--- src/rtl/boot_loader_if.sv ---
// Boot copy bus: ROM read port plus RAM write port seen from the copy engine.
// Latency: none, plain wires grouped for connection.
// Backpressure: ram_ready from the RAM side stalls a pending write.
interface boot_loader_if #(
   parameter int ROM_AW = 5,
   parameter int DW     = 16,
   parameter int RAM_AW = 12
) ();
   logic              rom_cs;
   logic              rom_we;
   logic [ROM_AW-1:0] rom_addr;
   logic [DW-1:0]     rom_dout;
   logic              ram_cs;
   logic              ram_we;
   logic [RAM_AW-1:0] ram_addr;
   logic [DW-1:0]     ram_din;
   logic              ram_ready;

   // Copy engine side: drives ROM address/select and the RAM write strobe.
   modport master (
      output rom_cs, rom_we, rom_addr,
      input  rom_dout,
      output ram_cs, ram_we, ram_addr, ram_din,
      input  ram_ready
   );

   // Memory side: returns ROM data and accepts RAM writes.
   modport slave (
      input  rom_cs, rom_we, rom_addr,
      output rom_dout,
      input  ram_cs, ram_we, ram_addr, ram_din,
      output ram_ready
   );
endinterface

--- src/rtl/boot_loader.sv ---
// Boot copy engine: sweeps every ROM word into RAM at DEST_BASE, holds the CPU until done.
// Latency: 3 cycles per word (read, capture, write) when ram_ready stays high.
// Backpressure: ram_ready low freezes the WRITE state with all outputs held stable.
module boot_loader #(
   parameter int ROM_AW     = 5,
   parameter int DW         = 16,
   parameter int RAM_AW     = 12,
   parameter int DEST_BASE  = 0,
   parameter bit AUTO_START = 1'b1
) (
   input  logic          romclk,
   input  logic          rst,
   input  logic          start,
   boot_loader_if.master bus,
   output logic          busy,
   output logic          done,
   output logic          cpu_hold,
   output logic [DW-1:0] checksum
);

   typedef enum logic [2:0] {
      IDLE    = 3'd0,
      READ    = 3'd1,
      CAPTURE = 3'd2,
      WRITE   = 3'd3,
      DONE    = 3'd4
   } state_t;

   localparam logic [ROM_AW-1:0] LAST_IDX  = {ROM_AW{1'b1}};
   localparam logic [RAM_AW-1:0] BASE_ADDR = RAM_AW'(DEST_BASE);

   state_t            state;
   logic [ROM_AW-1:0] idx;
   logic [DW-1:0]     data;
   logic              first_edge;

   logic              rom_cs_q;
   logic [ROM_AW-1:0] rom_addr_q;
   logic              ram_cs_q;
   logic              ram_we_q;
   logic [RAM_AW-1:0] ram_addr_q;
   logic [DW-1:0]     ram_din_q;

   logic              launch;

   // Start a copy from IDLE (start, or the auto-start edge) or from DONE; never while busy.
   always_comb begin
      launch = 1'b0;
      if (state == IDLE) begin
         launch = start || (AUTO_START && first_edge);
      end else if (state == DONE) begin
         launch = start;
      end
   end

   // Copy FSM with every output registered; reset aborts any copy and drops the write strobe.
   always_ff @(posedge romclk or posedge rst) begin
      if (rst) begin
         state      <= IDLE;
         idx        <= '0;
         data       <= '0;
         first_edge <= 1'b1;
         rom_cs_q   <= 1'b0;
         rom_addr_q <= '0;
         ram_cs_q   <= 1'b0;
         ram_we_q   <= 1'b0;
         ram_addr_q <= '0;
         ram_din_q  <= '0;
         busy       <= 1'b0;
         done       <= 1'b0;
         cpu_hold   <= 1'b1;
         checksum   <= '0;
      end else begin
         first_edge <= 1'b0;
         if (launch) begin
            idx        <= '0;
            checksum   <= '0;
            done       <= 1'b0;
            busy       <= 1'b1;
            cpu_hold   <= 1'b1;
            rom_cs_q   <= 1'b1;
            rom_addr_q <= '0;
            ram_cs_q   <= 1'b0;
            ram_we_q   <= 1'b0;
            state      <= READ;
         end else begin
            case (state)
               READ: begin
                  // Address was presented on entry; give the ROM one more cycle.
                  state <= CAPTURE;
               end
               CAPTURE: begin
                  data       <= bus.rom_dout;
                  rom_cs_q   <= 1'b0;
                  ram_cs_q   <= 1'b1;
                  ram_we_q   <= 1'b1;
                  ram_addr_q <= BASE_ADDR + RAM_AW'(idx);
                  ram_din_q  <= bus.rom_dout;
                  state      <= WRITE;
               end
               WRITE: begin
                  if (bus.ram_ready) begin
                     checksum <= checksum + data;
                     ram_cs_q <= 1'b0;
                     ram_we_q <= 1'b0;
                     // Last word is detected before incrementing so idx never wraps.
                     if (idx == LAST_IDX) begin
                        busy     <= 1'b0;
                        done     <= 1'b1;
                        cpu_hold <= 1'b0;
                        state    <= DONE;
                     end else begin
                        idx        <= idx + ROM_AW'(1);
                        rom_cs_q   <= 1'b1;
                        rom_addr_q <= idx + ROM_AW'(1);
                        state      <= READ;
                     end
                  end
               end
               default: begin
                  // IDLE and DONE hold until a launch.
                  state <= state;
               end
            endcase
         end
      end
   end

   // ROM is read-only from here, so its write enable is a constant low.
   assign bus.rom_we   = 1'b0;
   assign bus.rom_cs   = rom_cs_q;
   assign bus.rom_addr = rom_addr_q;
   assign bus.ram_cs   = ram_cs_q;
   assign bus.ram_we   = ram_we_q;
   assign bus.ram_addr = ram_addr_q;
   assign bus.ram_din  = ram_din_q;

endmodule

--- src/flat_wrapper.sv ---
// flat-port wrapper written by rule: the top's interface ports become plain ports
module boot_loader_flat 
#(
   parameter int ROM_AW     = 5,
   parameter int DW         = 16,
   parameter int RAM_AW     = 12,
   parameter int DEST_BASE  = 0,
   parameter bit AUTO_START = 1'b1
)
  (romclk, rst, start, busy, done, cpu_hold, checksum, bus_rom_cs, bus_rom_we, bus_rom_addr, bus_rom_dout, bus_ram_cs, bus_ram_we, bus_ram_addr, bus_ram_din, bus_ram_ready);
  boot_loader_if #(.ROM_AW(ROM_AW), .DW(DW), .RAM_AW(RAM_AW)) bus_i ();
  input  logic romclk;
  input  logic rst;
  input  logic start;
  output logic busy;
  output logic done;
  output logic cpu_hold;
  output logic [DW-1:0] checksum;
  output wire logic [$bits(bus_i.rom_cs)-1:0] bus_rom_cs;
  output wire logic [$bits(bus_i.rom_we)-1:0] bus_rom_we;
  output wire logic [$bits(bus_i.rom_addr)-1:0] bus_rom_addr;
  input wire logic [$bits(bus_i.rom_dout)-1:0] bus_rom_dout;
  output wire logic [$bits(bus_i.ram_cs)-1:0] bus_ram_cs;
  output wire logic [$bits(bus_i.ram_we)-1:0] bus_ram_we;
  output wire logic [$bits(bus_i.ram_addr)-1:0] bus_ram_addr;
  output wire logic [$bits(bus_i.ram_din)-1:0] bus_ram_din;
  input wire logic [$bits(bus_i.ram_ready)-1:0] bus_ram_ready;
  assign bus_rom_cs = bus_i.rom_cs;
  assign bus_rom_we = bus_i.rom_we;
  assign bus_rom_addr = bus_i.rom_addr;
  assign bus_i.rom_dout = bus_rom_dout;
  assign bus_ram_cs = bus_i.ram_cs;
  assign bus_ram_we = bus_i.ram_we;
  assign bus_ram_addr = bus_i.ram_addr;
  assign bus_ram_din = bus_i.ram_din;
  assign bus_i.ram_ready = bus_ram_ready;
  boot_loader #(.ROM_AW(ROM_AW), .DW(DW), .RAM_AW(RAM_AW), .DEST_BASE(DEST_BASE), .AUTO_START(AUTO_START)) u_core (.romclk(romclk), .rst(rst), .start(start), .bus(bus_i), .busy(busy), .done(done), .cpu_hold(cpu_hold), .checksum(checksum));
endmodule
--- config.mk ---
export PLATFORM = sky130hd
export DESIGN_NAME = boot_loader_flat
export DESIGN_NICKNAME = d
export VERILOG_FILES = /design/src/rtl/boot_loader_if.sv /design/src/rtl/boot_loader.sv /design/src/flat_wrapper.sv
export SDC_FILE = /design/constraint.sdc
export NUM_CORES = 1
export LEC_CHECK = 0
export CAP_MARGIN = 20
export CORE_MARGIN = 8
export CORE_UTILIZATION = 48
export DETAILED_ROUTE_END_ITERATION = 7
export GPL_TIMING_DRIVEN = 0
export PLACE_DENSITY = 0.91
export SYNTH_ARGS = -nofsm -noshare
export SYNTH_HDL_FRONTEND = slang
export SYNTH_SLANG_ARGS = --single-unit
export TNS_END_PERCENT = 30
--- constraint.sdc ---
create_clock -name romclk -period 2.38 [get_ports romclk]
set_clock_uncertainty 0.05 [all_clocks]
set_input_delay 0.714 -clock romclk [delete_from_list [all_inputs] [get_ports romclk]]
set_output_delay 0.714 -clock romclk [all_outputs]
set_load 0.005 [all_outputs]
==> flow_metrics.env, run 1 <==
export IMPL_top_usage_layer="met2"
export IMPL_insertion_delay_ns=0.30
export IMPL_remaining_drc_errors=0
export IMPL_antenna_found_initial=0
export IMPL_drtPass1Iterations=4
export IMPL_use_met2_pct=27.6
export IMPL_coreArea_mm2=0.00547
export IMPL_critPathBufInv=0
export IMPL_port_buffers=67
export IMPL_peakVddDrop_uv=729
export IMPL_hold_buffers=0
export IMPL_syn_avg_cell_area_um2=10.7
export IMPL_crit_chain="ha_1, nand2_2, o21a_2, nor3_2, a2111oi_4, o41ai_2, xnor2_1, o211ai_2, o31ai_1"
export IMPL_cts_num_sinks=51
export IMPL_worstSetupPathType="reg2reg"
export IMPL_fin_hold_ws_ns=0.426
export IMPL_pre_cts_slack_ns=-0.353
export IMPL_hp_class="reg2reg"
export IMPL_globalplace_congestion=0.840
export IMPL_p_seq_share_pct=28.6
export IMPL_slowest_delay_ns=0.41
export IMPL_final_antenna_net_count=0
export IMPL_p_leak_nw=1.67
export IMPL_dieArea_mm2=0.00830
export IMPL_wl_mm=6.57
export IMPL_slew_violations=0
export IMPL_power_mw=5.66
export IMPL_fin_ws_ns=0.117
export IMPL_arrival_ns=2.43
export IMPL_viasPerCell=5.17
export IMPL_vias=2137
export IMPL_dpl_hpwl_mm=4.98
export IMPL_combinationalPowerShare_pct=59.0
export IMPL_hold_violations=0
export IMPL_dieWidth_um=91.1
export IMPL_row_count=27
export IMPL_area_growth_pct=38.7
export IMPL_grt_pass1_vias=2265
export IMPL_grt_pass1_wl_mm=10.9
export IMPL_fin_crit_sh_pct=95.1
export IMPL_grt_usage_pct=15.9
export IMPL_grt_ovfl_total=0
export IMPL_synth_cells=253
export IMPL_cp_max_fo=4
export IMPL_finish_utilization_pct=68.6
export IMPL_synth_seq_cells=51
export IMPL_synthFlopType="dfrtp_1"
export IMPL_p_sw_mw=2.15
export IMPL_synth_edff_count=0
export IMPL_period_needed_ns=2.26
export IMPL_insertedDiodeCount=0
export IMPL_initial_core_util_pct=49.5
export IMPL_ios=76
export IMPL_setup_viol=0
export IMPL_cts_buffers=5
export IMPL_nets=378
export IMPL_cts_buffer_depth=2
export IMPL_switching_share_pct=38.0
export IMPL_yosysWarnings=0
export IMPL_cp_required_ns=2.55
export IMPL_yosysSeqAreaShare_pct=47.2
export IMPL_slew_headroom_pct=57.9
export IMPL_root_buffer="clkbuf_8"
export IMPL_cp_end_kind="register"
export IMPL_crit_slowest_cell="dfrtp_1"
export IMPL_clkPwrFrac_pct=12.4
export IMPL_worst_pin_slew_ns=0.629
export IMPL_final_area_mm2=0.00376
export IMPL_grt_max_degree=27
export IMPL_drive_above_1_share_pct=22.9
export IMPL_die_h_um=91.1
export IMPL_post_synth_num_cell_types=51
export IMPL_startpoint_type="register"
export IMPL_synthArstFlopShare_pct=100
export IMPL_netlist_area_mm2=0.00271
export IMPL_use_met3_pct=6.67
export IMPL_cts_tree="yes"
export IMPL_critPathTopFamily="compound AO/OA/AOI/OAI gates"
export IMPL_drt_iter0_markers=68
export IMPL_use_met1_pct=17.6
export IMPL_p_per_area_mw_per_mm2=1510
export IMPL_cts_clk_slew_worst_paths_ns=0.09
export IMPL_htree_levels=2
export IMPL_internal_power_mw=3.51
export IMPL_status="completed"
export IMPL_routedWlPerCell_um=15.9
export IMPL_max_cap_violations=0
export IMPL_dpl_cell_area_mm2=0.00352
export IMPL_fmax_mhz=442
-- cells in the mapped netlist (2+ instances only) --
cell type | instances | area share (%)
nand2b_1 | 2 | 0.46
and2_1 | 2 | 0.46
inv_1 | 6 | 0.83
mux2i_1 | 2 | 0.74
nand2_1 | 34 | 4.7
o21ai_1 | 5 | 0.92
mux2_2 | 20 | 8.3
nor3_1 | 3 | 0.55
buf_2 | 2 | 0.37
nor2b_1 | 2 | 0.46
and3_1 | 2 | 0.46
nor2_1 | 14 | 1.9
o21ai_0 | 15 | 2.8
clkbuf_1 | 3 | 0.42
dfrtp_1 | 49 | 45
dfstp_2 | 2 | 1.9
a22o_1 | 2 | 0.65
o31ai_1 | 2 | 0.55
buf_4 | 10 | 2.8
xnor2_1 | 7 | 2.3
o21a_2 | 2 | 0.65
xor2_1 | 7 | 2.3
ha_1 | 17 | 7.9
a21oi_1 | 16 | 3.0
-- worst register-to-register path, cell delays in order (launching register included) --
cell       delay, ns
dfrtp_1         0.41
ha_1            0.37
nand2_2         0.14
o21a_2          0.18
nor3_2          0.06
a2111oi_4       0.35
o41ai_2         0.17
xnor2_1         0.28
o211ai_2        0.10
o31ai_1         0.08
-- power groups by stage --
| stage | registers, mW | clock network, mW | logic [mW] |
|---|---|---|---|
| after global routing | 1.69 | 0.757 | 3.67 |
| after global placement | 1.60 | 0 | 3.02 |
| final | 1.62 | 0.702 | 3.34 |
| after detailed placement | 1.63 | 0 | 3.13 |
| after CTS | 1.61 | 0.717 | 3.16 |
| after floorplan | 1.59 | 0 | 1.93 |
-- worst paths after layout --
kind / from / end / slack [ns] / cells after the start
min: u_core.cpu_hold / u_core.cpu_hold / 0.43 / 2
max reg2reg: u_core.data[9] / u_core.checksum[15] / 0.12 / 9
max in group asynchronous: rst / u_core.first_edge / 0.94 / 3
max: u_core.data[9] / u_core.checksum[15] / 0.12 / 9
min in group asynchronous: rst / u_core.data[12] / 0.73 / 2
min reg2reg: u_core.cpu_hold / u_core.cpu_hold / 0.43 / 2
-- what timing repair did --
item | CTS | global route
pin swaps | 0 | 7
gates cloned | 0 | 0
setup endpoints to repair | 8 | 4
buffers inserted | 0 | 4
resized for setup | 2 | 13
-- cell type report --
| cell class | instances | area, um2 |
|---|---|---|
| multi-input cells | 187 | 1400 |
| repair buffers | 72 | 721 |
| inverters | 7 | 26.3 |
| fillers | 414 | 1720 |
| clock inverters | 2 | 60.1 |
| flip-flops and latches | 51 | 1280 |
| plain buffers | 16 | 108 |
| well taps | 72 | 90.1 |
| clock buffers | 6 | 72.6 |
-- through the flow --
stage	instances	TNS, ns
floorplan	261	0
global placement	400	-32.00
detailed placement	401	-3.82
CTS	409	0
global route	413	-0.0137
finish	413	0
-- metal layers --
metal / share of wire, % / wire length, um / vias up
met5: 0 / 0 / -
met4: 0.64 / 42 / 0
met3: 8.4 / 549 / 6
met2: 51 / 3320 / 59
met1: 40 / 2660 / 1038
li1: - / - / 1034
-- cells in the final DEF, fill, tap and decap left out, types with 9 or more instances in the layout --
master           instances
mux2_2                  20
o21ai_0                 14
ha_1                    14
dfrtp_1                 49
buf_4                   14
conb_1                   9
nor2_1                  14
clkdlybuf4s50_1         67
nand2_1                 33
a21oi_1                 13
-- kinds of logic (layout without fill, tap and decap cells) --
family | Yosys count | count (layout) | share of synthesized area (%)
other | 1 | 9 | 0.138
AOI/OAI and AO/OA | 56 | 56 | 13.7
and+or+nand+nor | 68 | 68 | 11.8
xor gates and xnor gates | 14 | 14 | 4.53
adders and majority gates | 18 | 18 | 8.60
DFF | 51 | 51 | 47.2
buffers and inverters | 23 | 103 | 4.94
muxes | 22 | 22 | 9.06
-- registers in the layout, indices dropped and copies added, names as in the netlist --
register and count:
u_core.checksum 16, u_core.data 16, u_core.bus.ram_addr 5, u_core.bus.rom_addr 5, u_core.state 3, u_core.bus.ram_cs 1, u_core.bus.rom_cs 1, u_core.busy 1
u_core.cpu_hold 1, u_core.done 1, u_core.first_edge 1
No activity file was read; power rests on OpenSTA's default activity.
==> run 2, diff against run 1 <==
--- a/config.mk
+++ b/config.mk
@@ -5,6 +5,7 @@
 export SDC_FILE = /design/constraint.sdc
 export NUM_CORES = 1
 export LEC_CHECK = 0
+export ABC_CLOCK_PERIOD_IN_PS = 2380
 export CAP_MARGIN = 20
 export CORE_MARGIN = 8
 export CORE_UTILIZATION = 48
==> results of run 2 <==
The final DEF is identical to that of run 1; final timing and power are the same.
==> run 3, diff against run 2 <==
--- a/config.mk
+++ b/config.mk
@@ -8,10 +8,10 @@
 export ABC_CLOCK_PERIOD_IN_PS = 2380
 export CAP_MARGIN = 20
 export CORE_MARGIN = 8
-export CORE_UTILIZATION = 48
+export CORE_UTILIZATION = 40
 export DETAILED_ROUTE_END_ITERATION = 7
 export GPL_TIMING_DRIVEN = 0
-export PLACE_DENSITY = 0.91
+export PLACE_DENSITY = 0.8
 export SYNTH_ARGS = -nofsm -noshare
 export SYNTH_HDL_FRONTEND = slang
 export SYNTH_SLANG_ARGS = --single-unit
==> run 3 against run 2 <==
Design area down 1.7%; flip-flop and latch count unchanged; wire length down 1.7%; power down 4.2%; critical path depth up 2; worst setup slack better by 0.043 ns; register-to-register slack better by 0.04 ns; hold slack worse by 0.012 ns; combinational power down 4%; largest power group unchanged; highest routed layer unchanged.
==> flow_metrics.env, run 3 (same netlist as run 1, synthesis figures left out) <==
export IMPL_status="completed"
export IMPL_drtPass1Iterations=4
export IMPL_critPathBufInv=1
export IMPL_layout_commonest_cell="clkdlybuf4s50_1"
export IMPL_max_cap_violations=0
export IMPL_dieWidth_um=98.3
export IMPL_dpl_cell_area_mm2=0.00353
export IMPL_peakVddDrop_uv=675
export IMPL_r2r_start="u_core.data[0]"
export IMPL_antenna_found_initial=0
export IMPL_cts_tree="yes"
export IMPL_viasPerCell=4.98
export IMPL_final_antenna_net_count=0
export IMPL_root_buffer="clkbuf_8"
export IMPL_grt_pass1_vias=2219
export IMPL_r2r_setup_slack_ns=0.16
export IMPL_cp_required_ns=2.51
export IMPL_slew_violations=0
export IMPL_coreArea_mm2=0.00668
export IMPL_cts_buffer_depth=2
export IMPL_worstSetupPathType="reg2reg"
export IMPL_final_setup_tns_ns=0
export IMPL_vias=2091
export IMPL_dpl_hpwl_mm=4.93
export IMPL_dp_cells=409
export IMPL_cp_end_kind="register"
export IMPL_hold_buffers=0
export IMPL_drt_iter0_markers=69
export IMPL_grt_usage_pct=13.9
export IMPL_fin_cells=420
export IMPL_final_area_mm2=0.00369
export IMPL_wl_mm=6.46
export IMPL_holdPathStages=2
export IMPL_crit_chain="ha_1, inv_1, fa_2, nor2b_4, nor2_1, o21ai_2, a21boi_2, o31ai_1, a21oi_1, xor2_1, o21ai_1"
export IMPL_p_leak_nw=1.66
export IMPL_area_growth_pct=36.3
export IMPL_critPathTopFamily="compound AO/OA/AOI/OAI gates"
export IMPL_slowest_delay_ns=0.38
export IMPL_remaining_drc_errors=0
export IMPL_htree_levels=2
export IMPL_globalplace_congestion=0.809
export IMPL_hold_violations=0
export IMPL_cts_num_sinks=51
export IMPL_cts_clk_slew_worst_paths_ns=0.09
export IMPL_clkPwrFrac_pct=11.5
export IMPL_grt_pass1_wl_mm=11.0
export IMPL_cp_max_fo=3
export IMPL_nets=377
export IMPL_combinationalPowerShare_pct=58.8
export IMPL_fin_hold_ws_ns=0.414
export IMPL_fin_crit_sh_pct=93.3
export IMPL_hp_class="reg2reg"
export IMPL_routedWlPerCell_um=15.4
export IMPL_insertion_delay_ns=0.30
export IMPL_insertedDiodeCount=0
export IMPL_slew_headroom_pct=59.0
export IMPL_p_per_area_mw_per_mm2=1470
export IMPL_port_buffers=67
export IMPL_setup_viol=0
export IMPL_final_cell_mix="67 x clkdlybuf4s50_1, 49 x dfrtp_1, 34 x nand2_1"
export IMPL_p_seq_share_pct=29.6
export IMPL_startpoint_type="register"
export IMPL_rsz0062_at_grt="true"
export IMPL_crit_slowest_cell="dfrtp_1"
export IMPL_initial_core_util_pct=40.5
export IMPL_cp_depth=11
export IMPL_r2r_end="u_core.checksum[12]"
export IMPL_critPathLaunch="u_core.data[0]"
export IMPL_top_regs="u_core.checksum: 16 flops, u_core.data: 16 flops"
export IMPL_die_h_um=98.3
export IMPL_finish_utilization_pct=55.2
export IMPL_row_count=30
export IMPL_nFillCells=611
export IMPL_grt_ovfl_total=0
export IMPL_worst_pin_slew_ns=0.612
export IMPL_cp_endpoint="u_core.checksum[12]"
export IMPL_period_needed_ns=2.22
export IMPL_fmax_mhz=450
export IMPL_grt_max_degree=30
export IMPL_internal_power_mw=3.36
export IMPL_cts_buffers=5
export IMPL_ios=76
export IMPL_drive_above_1_share_pct=20.6
export IMPL_dieArea_mm2=0.00966
export IMPL_switching_share_pct=38.1
export IMPL_arrival_ns=2.35
export IMPL_p_sw_mw=2.06
export IMPL_rr_worst_depth=11
==> run 3: layout make-up <==
type | instances | area (um2) | area share, %
plain buffers | 16 | 108 | 2.92
clock buffers | 6 | 82.6 | 2.24
clock inverters | 2 | 35.0 | 0.949
inverters | 7 | 26.3 | 0.712
multi-input cells | 187 | 1350 | 36.5
flip-flops and latches | 51 | 1280 | 34.6
well taps | 80 | 100 | 2.71
repair buffers | 71 | 713 | 19.3
==> run 3: per-stage QoR <==
step / setup slack, ns / total power [mW]
finish: 0.159 / 5.42
global route: -0.0630 / 5.92
CTS: 0.0402 / 5.42
detailed placement: -0.431 / 4.76
global placement: -0.603 / 4.64
floorplan: 0.320 / 3.52
==> run 3: tightest hold or removal path: cells and delay by family (launching register included) <==
family | cells | cell delay [ns]
AND/OR/NAND/NOR | 2 | 0.10
flip-flops | 1 | 0.38
==> run 3: power groups by stage <==
| stage | Combinational, mW | Clock [mW] | Sequential (mW) |
|---|---|---|---|
| finish | 3.19 | 0.625 | 1.61 |
| global route | 3.57 | 0.688 | 1.66 |
| CTS | 3.16 | 0.645 | 1.61 |
| detailed placement | 3.14 | 0 | 1.62 |
| global placement | 3.04 | 0 | 1.60 |
| floorplan | 1.93 | 0 | 1.59 |
==> run 3: metal layers <==
layer | GRT usage [%] | share of wire, % | vias up
met2 | 24.2 | 50 | 51
li1 | - | - | 1034
met5 | 0 | 0 | -
met1 | 15.6 | 41 | 1000
met3 | 5.41 | 8.0 | 6
met4 | 2.83 | 0.85 | 0
==> run 3: worst min-delay path by stage <==
stage               startpoint         endpoint  slack, ns
2_1_floorplan  u_core.cpu_hold  u_core.cpu_hold       0.40
3_3_place_gp   u_core.cpu_hold  u_core.cpu_hold       0.40
3_5_place_dp   u_core.cpu_hold  u_core.cpu_hold       0.40
4_1_cts        u_core.cpu_hold  u_core.cpu_hold       0.42
5_1_grt        u_core.cpu_hold  u_core.cpu_hold       0.44
6_report       u_core.cpu_hold  u_core.cpu_hold       0.41
==> run 3: timing repair <==
item / in CTS / in global routing
gates resized for setup: 3 / 4
pin swaps: 0 / 1
buffers inserted: 0 / 3
setup endpoints to repair: 11 / 4
